### config.mk
export PLATFORM = sky130hd
export DESIGN_NAME = onn_sequencer
export DESIGN_NICKNAME = d
export VERILOG_FILES = /design/src/rtl/onn_sequencer.sv
export SDC_FILE = /design/constraint.sdc
export NUM_CORES = 1
export LEC_CHECK = 0
export ABC_AREA = 1
export BUFFER_PORTS_ARGS = -buffer_cell sky130_fd_sc_hd__buf_4
export CORE_ASPECT_RATIO = 1.75
export CORE_MARGIN = 4
export CORE_UTILIZATION = 45
export CTS_BUF_LIST = sky130_fd_sc_hd__clkbuf_4
export DETAILED_ROUTE_END_ITERATION = 16
export PLACE_DENSITY_LB_ADDON = 0.12
export SLEW_MARGIN = 25
export SYNTH_ARGS = -nofsm -noshare
export SYNTH_HDL_FRONTEND = slang
export SYNTH_SLANG_ARGS = --single-unit
### constraint.sdc
create_clock -name sclk -period 1.9 [get_ports sclk]
set_clock_uncertainty 0.1 [all_clocks]
set_input_delay 0.19 -clock sclk [delete_from_list [all_inputs] [get_ports sclk]]
set_output_delay 0.19 -clock sclk [all_outputs]
set_load 0.02 [all_outputs]
### src/rtl/onn_sequencer.sv
// onn_sequencer
// Sequences a bank of N oscillator neurons through load, run and
// convergence-check phases. It drives the neuron reset pair, fans out the
// latched initial phases, and generates the per-period strobes. It also
// watches the neurons' state_changed flags to decide whether the network
// has settled or has timed out.
//
// Ports:
//   sclk          system clock, rising edge
//   re            asynchronous active-high reset of this block
//   start         one-cycle run request, honoured only in IDLE or DONE
//   init_phases   initial phases, neuron i at [i*PHASE_W +: PHASE_W]
//   state_changed per-neuron "phase changed at last check" flags
//   nrn_re        neuron re  (IDLE 0, LOAD 1, RUN 0, DONE 0)
//   nrn_re_n      neuron re_n (IDLE 1, LOAD 0, RUN 0, DONE 0)
//   ini_phase     registered copy of init_phases
//   full_tick     end-of-period strobe (pc == PERIOD-1)
//   drop          pre-tick strobe (pc == PERIOD-2)
//   state_cheak   state-check strobe (pc == 0, not in the first period)
//   busy          high in LOAD and RUN
//   done          high in DONE
//   converged     valid with done: 1 settled, 0 timeout
//   period_count  periods completed in the current or last run (saturates)
module onn_sequencer #(
    parameter int N              = 4,
    parameter int PHASE_W        = 4,
    parameter int PERIOD         = 16,
    parameter int LOAD_CYCLES    = 2,
    parameter int STABLE_PERIODS = 3,
    parameter int MAX_PERIODS    = 200
) (
    input  logic                 sclk,
    input  logic                 re,
    input  logic                 start,
    input  logic [N*PHASE_W-1:0] init_phases,
    input  logic [N-1:0]         state_changed,
    output logic                 nrn_re,
    output logic                 nrn_re_n,
    output logic [N*PHASE_W-1:0] ini_phase,
    output logic                 full_tick,
    output logic                 drop,
    output logic                 state_cheak,
    output logic                 busy,
    output logic                 done,
    output logic                 converged,
    output logic [7:0]           period_count
);

    localparam int PC_W = $clog2(PERIOD);

    typedef enum logic [1:0] {IDLE, LOAD, RUN, DONE} state_t;

    state_t          state;
    logic [PC_W-1:0] pc;
    logic [PC_W-1:0] pc_next;
    logic [7:0]      load_cnt;
    logic [7:0]      stable_cnt;
    logic            first_period;
    logic            sample_now;

    // Phase counter successor and the sample-cycle qualifier. The strobes are
    // registered, so they are computed from the pc value the next cycle holds.
    always_comb begin
        pc_next    = (pc == PC_W'(PERIOD - 1)) ? '0 : pc + 1'b1;
        sample_now = (state == RUN) && (pc == PC_W'(1)) && !first_period;
    end

    // Main sequencer. The exit decision on a sample cycle looks at the stable
    // count accumulated by earlier samples, so the network must show
    // STABLE_PERIODS quiet samples before the deciding sample. That is why
    // the shortest run is STABLE_PERIODS+1 periods.
    always_ff @(posedge sclk or posedge re) begin
        if (re) begin
            state        <= IDLE;
            pc           <= '0;
            load_cnt     <= '0;
            stable_cnt   <= '0;
            first_period <= 1'b0;
            nrn_re       <= 1'b0;
            nrn_re_n     <= 1'b1;
            ini_phase    <= '0;
            full_tick    <= 1'b0;
            drop         <= 1'b0;
            state_cheak  <= 1'b0;
            busy         <= 1'b0;
            done         <= 1'b0;
            converged    <= 1'b0;
            period_count <= '0;
        end else begin
            full_tick   <= 1'b0;
            drop        <= 1'b0;
            state_cheak <= 1'b0;
            case (state)
                IDLE, DONE: begin
                    if (start) begin
                        state        <= LOAD;
                        ini_phase    <= init_phases;
                        period_count <= '0;
                        stable_cnt   <= '0;
                        converged    <= 1'b0;
                        pc           <= '0;
                        load_cnt     <= '0;
                        nrn_re       <= 1'b1;
                        nrn_re_n     <= 1'b0;
                        busy         <= 1'b1;
                        done         <= 1'b0;
                    end
                end
                LOAD: begin
                    if (load_cnt == 8'(LOAD_CYCLES - 1)) begin
                        state        <= RUN;
                        pc           <= '0;
                        first_period <= 1'b1;
                        nrn_re       <= 1'b0;
                        nrn_re_n     <= 1'b0;
                    end else begin
                        load_cnt <= load_cnt + 8'd1;
                    end
                end
                RUN: begin
                    if (sample_now && (stable_cnt == 8'(STABLE_PERIODS))) begin
                        state     <= DONE;
                        converged <= 1'b1;
                        busy      <= 1'b0;
                        done      <= 1'b1;
                    end else if (sample_now && (period_count >= 8'(MAX_PERIODS))) begin
                        state     <= DONE;
                        converged <= 1'b0;
                        busy      <= 1'b0;
                        done      <= 1'b1;
                    end else begin
                        if (sample_now) begin
                            stable_cnt <= (|state_changed) ? 8'd0 : stable_cnt + 8'd1;
                        end
                        if (pc == PC_W'(PERIOD - 1)) begin
                            first_period <= 1'b0;
                            period_count <= (period_count == 8'hFF) ? 8'hFF
                                                                     : period_count + 8'd1;
                        end
                        pc          <= pc_next;
                        drop        <= (pc_next == PC_W'(PERIOD - 2));
                        full_tick   <= (pc_next == PC_W'(PERIOD - 1));
                        state_cheak <= (pc_next == '0);
                    end
                end
                default: begin
                    state <= IDLE;
                end
            endcase
        end
    end

endmodule

==> impl_results.md, run 1 <==
- Max-slew headroom: 0.664
- Worst-Margin Slew: 0.503 ns
- Setup TNS: 0 ns
- Die Wd: 70.0 um
- Achievable Freq: 572 MHz
- Slowest stage delay, CP: approximately 0.42 ns
- Die area: around 0.0082 mm^2
- Number of fill cells in the layout: 654
- CTS tree: done
- Number of DRC markers in iteration 0: 80
- Nets: 520
- # setup viols final: 0
- Peak VDD IR: about 0.76 mV
- Synth Instances: 403
- Worst hold start: state_changed[1]
- Family with the most delay on the worst path: simple AND/OR/NAND/NOR gates
- Vias: 2,761
- Critical path cell sequence: inv_1 > ha_2 > inv_2 > nor2_4 > inv_1 > nand2_1 > inv_1 > nand2_4 > nand2_1 > nand2_1
- DRC: 0
- Total power: around 4400 uW
- Worst Path Required: ~2.1 ns
- CP bufs+invs: 4
- R2r startpoint: state[0]
- Setup crit end kind: register
- Drt wl/cell: approximately 12 um
- Vias/cell: roughly 5
- Layout cells sized above 1: 0.195
- Multi-input gate area: about 0.0015 mm^2
- Clock Path Buffers: 2
- RD Place Congestion: 0.799
- First-pass GRT wire length: ~12 mm
- Number of global-route vias before repair: between 2,000 and 3,000
- Syn_nets: 438
- CP arrival: slightly below 2 ns
- Starting density of the core: 0.463
- Area occupied by registers: roughly 0.0014 mm^2
- Total GRT Usage: 0.175
- Commonest non-fill, non-tap cell in the layout: nand2_1
- Hold Vio Cnt, Final: 0
- Crit path max-delay cell type: dfrtp_1
- Final antenna-violating net count: 0
- Syn_area_per_cell: approximately 7.5 um^2
- Hpwl dp: between 5 and 6 mm
- Grt ovf: 0
- Area after DPL: between 0.003 and 0.004 mm^2
- Largest net degree at the start of global routing: 23
- Asr flop ratio synth: 1.00
- Port buffer count: between 50 and 60
- Core occupancy in the finished layout: 0.583
- Io pins: between 50 and 60
- Most frequent cells in the layout: nand2_1 (160), buf_4 (60), dfrtp_1 (54), inv_1 (37), nand3_1 (36)
- Total of max-cap violations: 0
- Mapped Area: 0.00303 mm^2
- Clock latency on the worst-skew pair: approximately 0.4 ns
- CTS root buf: clkbuf_4
- Register bit total from synthesis: 55
- Top FF cell, synth: dfrtp_1
- Final min period: between 1.5 and 2 ns
- Unrepaired setup endpoints after global routing: false
- Clock sink count: between 50 and 60
- # H-tree levels: 2
- Wirelength, routed: between 6 and 7 mm
- 1st-pass router iterations: 4
- Core footprint: 0.00654 mm^2
- Area delta synth->final: 26.0%
- Slew Limit Fails: 0
- Initial antenna violation count: 0
- Crit Path Max Fanout: 8
- Number of buffers created by CTS: 5
- Syn. warnings: 0
- Worst Hold Class: in -> reg
- Post-Layout Inst Area: 0.00381 mm^2
- Row count: 39
- Die Span Y: about 120 um
- Critical path class: reg -> reg
- Clk slew on worst S/H paths: between 0.1 and 0.15 ns
- CP startpoint kind: register
- Leak Pwr: between 0.002 and 0.0025 uW
- Netlist cell types: 29
- Period utilisation layout: 0.920
- Number of flops mapped to enable cells by yosys: 0
- N_diodes: 0
- Crit path from: state[0]
- Sequential-to-total area share from yosys stat: 0.455
- Status: finished, final reports clean
- Power per cell area: 1160 mW/mm^2
==> routing by layer <==
layer,part of all wire,GRT usage,vias to the layer above
met1,0.39,0.173,1291
met4,0.016,0.0639,0
met3,0.038,0.0362,6
li1,-,-,1423
met2,0.56,0.352,41
met5,0,0,-
==> final cells by class <==
cell class,instances,share of cell area
clock inverters,2,0.00230
repair buffers,78,0.168
well taps,82,0.0269
clock buffers,6,0.0118
inverters,43,0.0430
flip-flops and latches,55,0.361
multi-input cells,302,0.387
==> power breakdown <==
part	internal [uW]	switching, uW	leakage [uW]
registers	1430	188	0.000726
clock network	154	357	0.0000331
logic	820	1460	0.00126
==> stage by stage <==
stage                     setup slack (ns)  instances  hold slack, ns
after global placement               0.138        543           0.152
final                                0.153        568           0.149
after CTS                            0.109        568           0.126
after detailed placement             0.125        543           0.153
after floorplan                      0.255        403           0.200
after global routing                0.0156        568           0.143
==> worst min-delay path, delay by kind of cell <==
kind	cells	cell delay, ns
buffers and inverters	2	0.11
and+or+nand+nor	4	0.30
==> kinds of logic after synthesis <==
group / share of synthesized area
adder cells (fa/ha/maj): 0.0496
flip-flops: 0.455
XOR/XNOR: 0.0203
AO/OA/AOI/OAI: 0.0372
AND/OR/NAND/NOR: 0.380
buffers and inverters: 0.0583
==> synth_stat cells, drive strengths merged, types with 2 or more instances <==
cell type  instances  area share
nand2            170        0.22
o21ai             17       0.028
nor2              41       0.068
ha                12       0.050
dfrtp             54        0.45
inv               42       0.053
buf                2      0.0029
xnor2              2      0.0058
nand4              5       0.010
o21bai             3      0.0074
nand3             36       0.060
xor2               5       0.014
nor3               6      0.0099
==> path summary, 6_finish.rpt <==
kind,to,slack [ns],cells past startpoint
hold reg to reg,nrn_re_n,0.38,2
setup / recovery,stable_cnt[3],0.15,10
hold / removal,stable_cnt[4],0.15,6
min in group asynchronous,period_count[0],0.26,3
setup reg to reg,stable_cnt[3],0.15,10
max in group asynchronous,ini_phase[14],0.86,4
==> timing repair <==
item | in CTS | in global routing
hold buffers | 17 | 0
buffers inserted | 0 | 0
hold endpoints to repair | 35 | 0
gates resized for setup | 0 | 1
setup endpoints to repair | 0 | 4
==> flip-flops by register name, indices dropped and copies added (netlist names), 2 cells and up <==
register,count
stable_cnt,8
load_cnt,8
state,2
period_count,8
ini_phase,16
pc,4
Note: power is estimated with default switching activity, not from simulation.
==> inputs of run 2 (changes only) <==
--- a/config.mk
+++ b/config.mk
@@ -9,7 +9,7 @@
 export BUFFER_PORTS_ARGS = -buffer_cell sky130_fd_sc_hd__buf_4
 export CORE_ASPECT_RATIO = 1.75
 export CORE_MARGIN = 4
-export CORE_UTILIZATION = 45
+export CORE_UTILIZATION = 50
 export CTS_BUF_LIST = sky130_fd_sc_hd__clkbuf_4
 export DETAILED_ROUTE_END_ITERATION = 16
 export PLACE_DENSITY_LB_ADDON = 0.12
==> run 2 against run 1 <==
Compared with the run above: hold slack got worse by 0.035 ns; first-iteration DRC count rose by 65%; highest routed layer unchanged; sequential power barely moved; sequential cell count did not move; largest cell class unchanged; global-route usage rose by 2.7 points; maximum frequency fell by 0.82%; non-clock buffer count fell by 2; final cell count fell by 1.1%; die area fell by 9.1%; clock-buffer cell count did not move; critical path depth fell by 1; combinational power barely moved; critical endpoint is now load_cnt[5].
==> impl_results.md, run 2 (synthesis results as in run 1) <==
- Status: finished, final reports clean
- Peak VDD IR: 0.936 mV (+23%)
- Crit Path Max Fanout: 9 (+1)
- Worst Path Required: 2.09 ns (-0.04 ns)
- Clk slew on worst S/H paths: 0.16 ns (+0.02 ns)
- Initial antenna violation count: 0 (unchanged)
- Final antenna-violating net count: 0 (unchanged)
- Internal Pwr Total: 2530 uW (+5.1%)
- Clock latency on the worst-skew pair: 0.39 ns (about the same)
- Io pins: 55 (unchanged)
- Hold Vio Cnt, Final: 0 (unchanged)
- Die area: 0.00741 mm^2 (-9.1%)
- Final min period: 1.76 ns (+0.0144 ns)
- Family with the most delay on the worst path: simple AND/OR/NAND/NOR gates
- Max-slew headroom: 0.767 (+0.103)
- Clock Path Buffers: 2 (unchanged)
- Power per cell area: 1200 mW/mm^2 (+3.5%)
- Unrepaired setup endpoints after global routing: false
- Final std cells w/o fill: 562 (-1.1%)
- Logic pwr share: 0.505 (-0.012)
- Port buffer count: 54 (unchanged)
- Post-Place Cells: 537 (-1.1%)
- Critical path class: reg -> reg
- Setup crit end kind: register
- First-pass GRT wire length: 11.9 mm (+3.4%)
- Switch Pwr: 2050 uW (+2.1%)
- Number of fill cells in the layout: 520 (-20%)
- Hpwl dp: 5.06 mm (-1.8%)
- Wirelength, routed: 6.88 mm (+1.1%)
- CP bufs+invs: 3 (-1)
- CTS root buf: clkbuf_4
- Most frequent cells in the layout: nand2_1 (160), buf_4 (58), dfrtp_1 (54), inv_1 (37), nand3_1 (36)
- RD Place Congestion: 0.794 (-0.61%)
- Crit path max-delay cell type: dfrtp_1
- Row count: 37 (-5.1%)
- # setup viols final: 0 (unchanged)
- Worst Hold Class: in -> reg
- # Post-CTS Setup Buffers: 0 (unchanged)
- Sw frac: 0.447 (-0.00725)
- Total of max-cap violations: 0 (unchanged)
- Number of global-route vias before repair: 2,759 (+3.3%)
- Total GRT Usage: 0.203 (+0.0274)
- Die Span Y: 111 um (-4.8%)
- Flop-to-flop setup slack: 0.14 ns (about the same)
- Period utilisation layout: 0.927 (+0.00758)
- Die Wd: 66.8 um (-4.5%)
- Critical path cell sequence: inv_1 > ha_2 > inv_2 > nor2_4 > inv_1 > nand2_2 > nand2_2 > nand2_1 > nand2_1
- DRC: 0 (unchanged)
- Starting density of the core: 0.515 (+0.0519)
- Number of DRC markers in iteration 0: 132 (+65%)
- Core footprint: 0.00588 mm^2 (-10%)
- Setup TNS: 0 ns (unchanged)
- Most flops, register: ini_phase
- Vias: 2,769 (+0.29%)
- Slew Limit Fails: 0 (unchanged)
- Commonest non-fill, non-tap cell in the layout: nand2_1
- Area delta synth->final: 26.3%
- Largest register FFs: 16 (unchanged)
- Layout cells sized above 1: 0.194 (-0.00126)
- Largest net degree at the start of global routing: 56 (+140%)
- CP arrival: 1.95 ns (-0.03 ns)
- Grt ovf: 0 (unchanged)
- Slowest stage delay, CP: 0.42 ns (about the same)
- CTS tree: done
- Leak Pwr: 0.00202 uW (about the same)
- Sequential power share: 0.352 (-0.015)
- 1st-pass router iterations: 4 (unchanged)
- Nets: 518 (-0.38%)
- Drt wl/cell: 12.2 um (+2.2%)
- Clock sink count: 55 (unchanged)
- Worst-Margin Slew: 0.347 ns (-0.156 ns)
- CP startpoint kind: register
- Clock share of power: 0.144 (+0.028)
- Vias/cell: 4.93 (+1.4%)
- Number of buffers created by CTS: 5 (unchanged)
- # H-tree levels: 2 (unchanged)
- N_diodes: 0 (unchanged)
- Achievable Freq: 568 MHz (-0.82%)
run 2: cell types whose count changed in the layout (fill, tap and decap cells not counted), sizes merged:
cell and delta:
bufinv +1, clkinv -2, clkinvlp +1, buf -2
run 2: stage by stage:
step           utilization  total power, uW  hold WS, ns  cell area, um^2  worst slack [ns]
2_1_floorplan            -             3120        0.200             3030             0.255
5_1_grt              0.650             4930        0.163             3820            0.0188
4_1_cts              0.650             4620        0.111             3820             0.110
6_report             0.650             4580        0.114             3820             0.138
3_5_place_dp         0.607             3920        0.176             3570             0.134
3_3_place_gp         0.607             3860        0.172             3570             0.174
run 2: layout make-up:
class / instances / area [um^2] / share of cell area
multi-input cells: 302 / 1480 / 0.386
flip-flops and latches: 55 / 1380 / 0.360
repair buffers: 76 / 626 / 0.164
inverters: 43 / 164 / 0.0429
well taps: 78 / 97.6 / 0.0255
clock buffers: 6 / 45.0 / 0.0118
clock inverters: 2 / 37.5 / 0.00982
run 2: tightest hold or removal path, cell delays in order:
cell	delay, ns
buf_4	0.08
inv_1	0.03
nand4_1	0.13
nor3_1	0.07
nand2_1	0.05
nand2_1	0.04
run 2: routing by layer:
layer	GRT usage	part of all wire
met4	0.0624	0.019
met3	0.0375	0.037
met5	0	0
met1	0.205	0.38
met2	0.394	0.57
run 2: final timing paths:
check | start | to | cells past startpoint
max | state[0] | load_cnt[5] | 9
min | state_changed[1] | stable_cnt[3] | 6
max reg2reg | state[0] | load_cnt[5] | 9
min reg2reg | nrn_re_n | nrn_re_n | 2
max in group asynchronous | re | nrn_re_n | 4
min in group asynchronous | re | period_count[0] | 4
run 2: what timing repair did:
item / 4_1_cts / 5_1_grt
gates resized for setup: 0 / 1
hold endpoints to repair: 71 / 0
endpoints found under the setup margin: 0 / 6
hold buffers: 17 / 0
run 2: power by group through the flow:
stage                     clock (uW)  sequential (uW)  combinational, uW
after floorplan                    0             1850               1270
after global placement             0             1630               2240
after detailed placement           0             1630               2290
after CTS                        685             1610               2320
after global routing             720             1650               2560
final                            658             1610               2310
==> inputs of run 3 (changes only) <==
--- a/config.mk
+++ b/config.mk
@@ -13,6 +13,7 @@
 export CTS_BUF_LIST = sky130_fd_sc_hd__clkbuf_4
 export DETAILED_ROUTE_END_ITERATION = 16
 export PLACE_DENSITY_LB_ADDON = 0.12
+export SETUP_SLACK_MARGIN = 0.4
 export SLEW_MARGIN = 25
 export SYNTH_ARGS = -nofsm -noshare
 export SYNTH_HDL_FRONTEND = slang
==> run 3 against run 2 <==
Compared with the run above: cell area grew 12%; critical path depth is the same; hold slack gained 0.030 ns; global-route usage grew 2.6 points; combinational power grew 35%; clock-buffer cell count is the same; sequential cell count is the same; total power grew 18%; final cell count grew 4.8%; non-clock buffer count grew 25; maximum frequency grew 11%.
==> impl_results.md, run 3 (synthesis results as in run 1) <==
- Status: finished, final reports clean
- Clock share of power: 0.124 (-0.020)
- CTS tree: done
- Die Wd: 66.8 um (unchanged)
- 1st-pass router iterations: 4 (unchanged)
- Grt ovf: 0 (unchanged)
- RD Place Congestion: 0.831 (+4.6%)
- Leak Pwr: 0.00222 uW (+10%)
- Most flops, register: ini_phase
- DRC: 0 (unchanged)
- CP arrival: 1.79 ns (-0.16 ns)
- Worst Path Required: 2.09 ns (about the same)
- Met2 routed WL: 4.61 mm (+19%)
- Final min period: 1.59 ns (-0.169 ns)
- Initial antenna violation count: 0 (unchanged)
- CP startpoint kind: register
- Final antenna-violating net count: 0 (unchanged)
- Starting density of the core: 0.515 (unchanged)
- Total of max-cap violations: 0 (unchanged)
- Sequential power share: 0.299 (-0.053)
- Max-slew headroom: 0.682 (-0.0852)
- Unrepaired setup endpoints after global routing: true
- Largest net degree at the start of global routing: 36 (-36%)
- Most frequent cells in the layout: nand2_1 (141), buf_4 (83), dfrtp_1 (48), inv_1 (33), nand3_1 (31)
- Internal Pwr Total: 2940 uW (+16%)
- Hold Vio Cnt, Final: 0 (unchanged)
- Total GRT Usage: 0.228 (+0.0256)
- Logic pwr share: 0.577 (+0.072)
- First-pass GRT wire length: 13.4 mm (+12%)
- Wirelength, routed: 7.94 mm (+15%)
- Largest register FFs: 16 (unchanged)
- Sw frac: 0.455 (+0.00777)
- Vias/cell: 5.06 (+2.7%)
- Slew Limit Fails: 0 (unchanged)
- Die area: 0.00741 mm^2 (unchanged)
- Worst Slack Setup Final: 0.308 ns (+0.169 ns)
- Row count: 37 (unchanged)
- Port buffer count: 54 (unchanged)
- Commonest non-fill, non-tap cell in the layout: nand2_1
- Met3 WL post-DR: 266 um (+4.3%)
- Peak VDD IR: 1.08 mV (+15%)
- Die Span Y: 111 um (unchanged)
- Achievable Freq: 628 MHz (+11%)
- Setup crit end kind: register
- Hpwl dp: 5.20 mm (+2.8%)
- Drt wl/cell: 13.5 um (+10%)
- Worst-Margin Slew: 0.476 ns (+0.129 ns)
- N_diodes: 0 (unchanged)
- Area after DPL: 0.00360 mm^2 (+1.0%)
- Number of buffers created by CTS: 5 (unchanged)
- CTS root buf: clkbuf_4
- Highest metal used: met4
- Met1 WL: 2.85 mm (+9.8%)
- Nets: 545 (+5.2%)
- Pre-CTS setup slack: 0.186 ns (+0.0524 ns)
- Vias: 2,979 (+7.6%)
- Clock latency on the worst-skew pair: 0.40 ns (about the same)
- Clock sink count: 55 (unchanged)
- Layout cells sized above 1: 0.319 (+0.125)
- Post-Layout Inst Area: 0.00427 mm^2 (+12%)
- Worst Hold Class: in -> reg
- Number of global-route vias before repair: 3,004 (+8.9%)
- Core footprint: 0.00588 mm^2 (unchanged)
- Period utilisation layout: 0.838 (-0.0890)
- Power per cell area: 1260 mW/mm^2 (+5.5%)
- # H-tree levels: 2 (unchanged)
- Crit Path Max Fanout: 5 (-4)
- Io pins: 55 (unchanged)
- Number of DRC markers in iteration 0: 146 (+11%)
- Critical path class: reg -> reg
- Setup TNS: 0 ns (unchanged)
- Area delta synth->final: 41.0%
- Clk slew on worst S/H paths: 0.14 ns (-0.02 ns)
- # setup viols final: 0 (unchanged)
- Clock Path Buffers: 2 (unchanged)
- Switch Pwr: 2460 uW (+20%)
-- run 3: cell types whose count changed in the layout (fill, tap and decap cells not counted), sizes merged --
cell	delta
nand2	+1
nor2	+1
buf	+25
clkinvlp	+1
inv	-1
-- run 3: worst max-delay path: stages, from the launching register on --
cell	delay (ns)
dfrtp_1	0.41
inv_1	0.06
ha_2	0.17
nand3_2	0.09
nor2_4	0.14
nor2_4	0.09
nor2_4	0.23
nand2_4	0.11
nand2_2	0.06
nand2_1	0.05
-- run 3: layout make-up --
| cell class | instances | area, um^2 |
|---|---|---|
| Multi-Input combinational cell | 304 | 1700 |
| Fill cell | 441 | 1610 |
| Sequential cell | 55 | 1390 |
| Timing Repair Buffer | 101 | 813 |
| Inverter | 43 | 186 |
| Tap cell | 78 | 97.6 |
| Clock buffer | 6 | 45.0 |
| Clock inverter | 2 | 37.5 |
-- run 3: worst paths after layout --
check,cells past startpoint,slack [ns],to,from
worst min-delay path,6,0.14,stable_cnt[4],state_changed[1]
worst min register to register,2,0.38,nrn_re_n,nrn_re_n
worst max-delay path,9,0.31,pc[0],load_cnt[1]
worst max register to register,9,0.31,pc[0],load_cnt[1]
min in group asynchronous,3,0.25,period_count[5],re
max in group asynchronous,4,0.89,load_cnt[3],re
-- run 3: power groups by stage --
stage	Sequential, uW	Combinational, uW	Clock [uW]
2_1_floorplan	1860	1370	0
3_3_place_gp	1640	2310	0
3_5_place_dp	1640	2360	0
4_1_cts	1600	2820	687
5_1_grt	1640	3400	726
6_report	1610	3110	668
-- run 3: layer usage --
metal	vias to the layer above	track usage
li1	1478	-
met1	1416	0.238
met2	69	0.435
met3	16	0.0375
met4	0	0.0801
met5	-	0
-- run 3: metrics by stage --
| stage | power [uW] | utilization | hold WS [ns] | std cells |
|---|---|---|---|---|
| after floorplan | 3220 | - | 0.164 | 403 |
| after global placement | 3950 | 0.613 | 0.143 | 537 |
| after detailed placement | 4000 | 0.613 | 0.145 | 537 |
| after CTS | 5110 | 0.700 | 0.105 | 581 |
| after global routing | 5770 | 0.726 | 0.170 | 589 |
| final | 5400 | 0.726 | 0.144 | 589 |
-- run 3: repair_timing --
action                     4_1_cts  5_1_grt
setup buffers                   18        7
setup endpoints to repair       38       38
pin swaps                       17       10
hold endpoints to repair        35        0
gates resized for setup         40       31
cloned                           1        1
hold buffers                    17        0
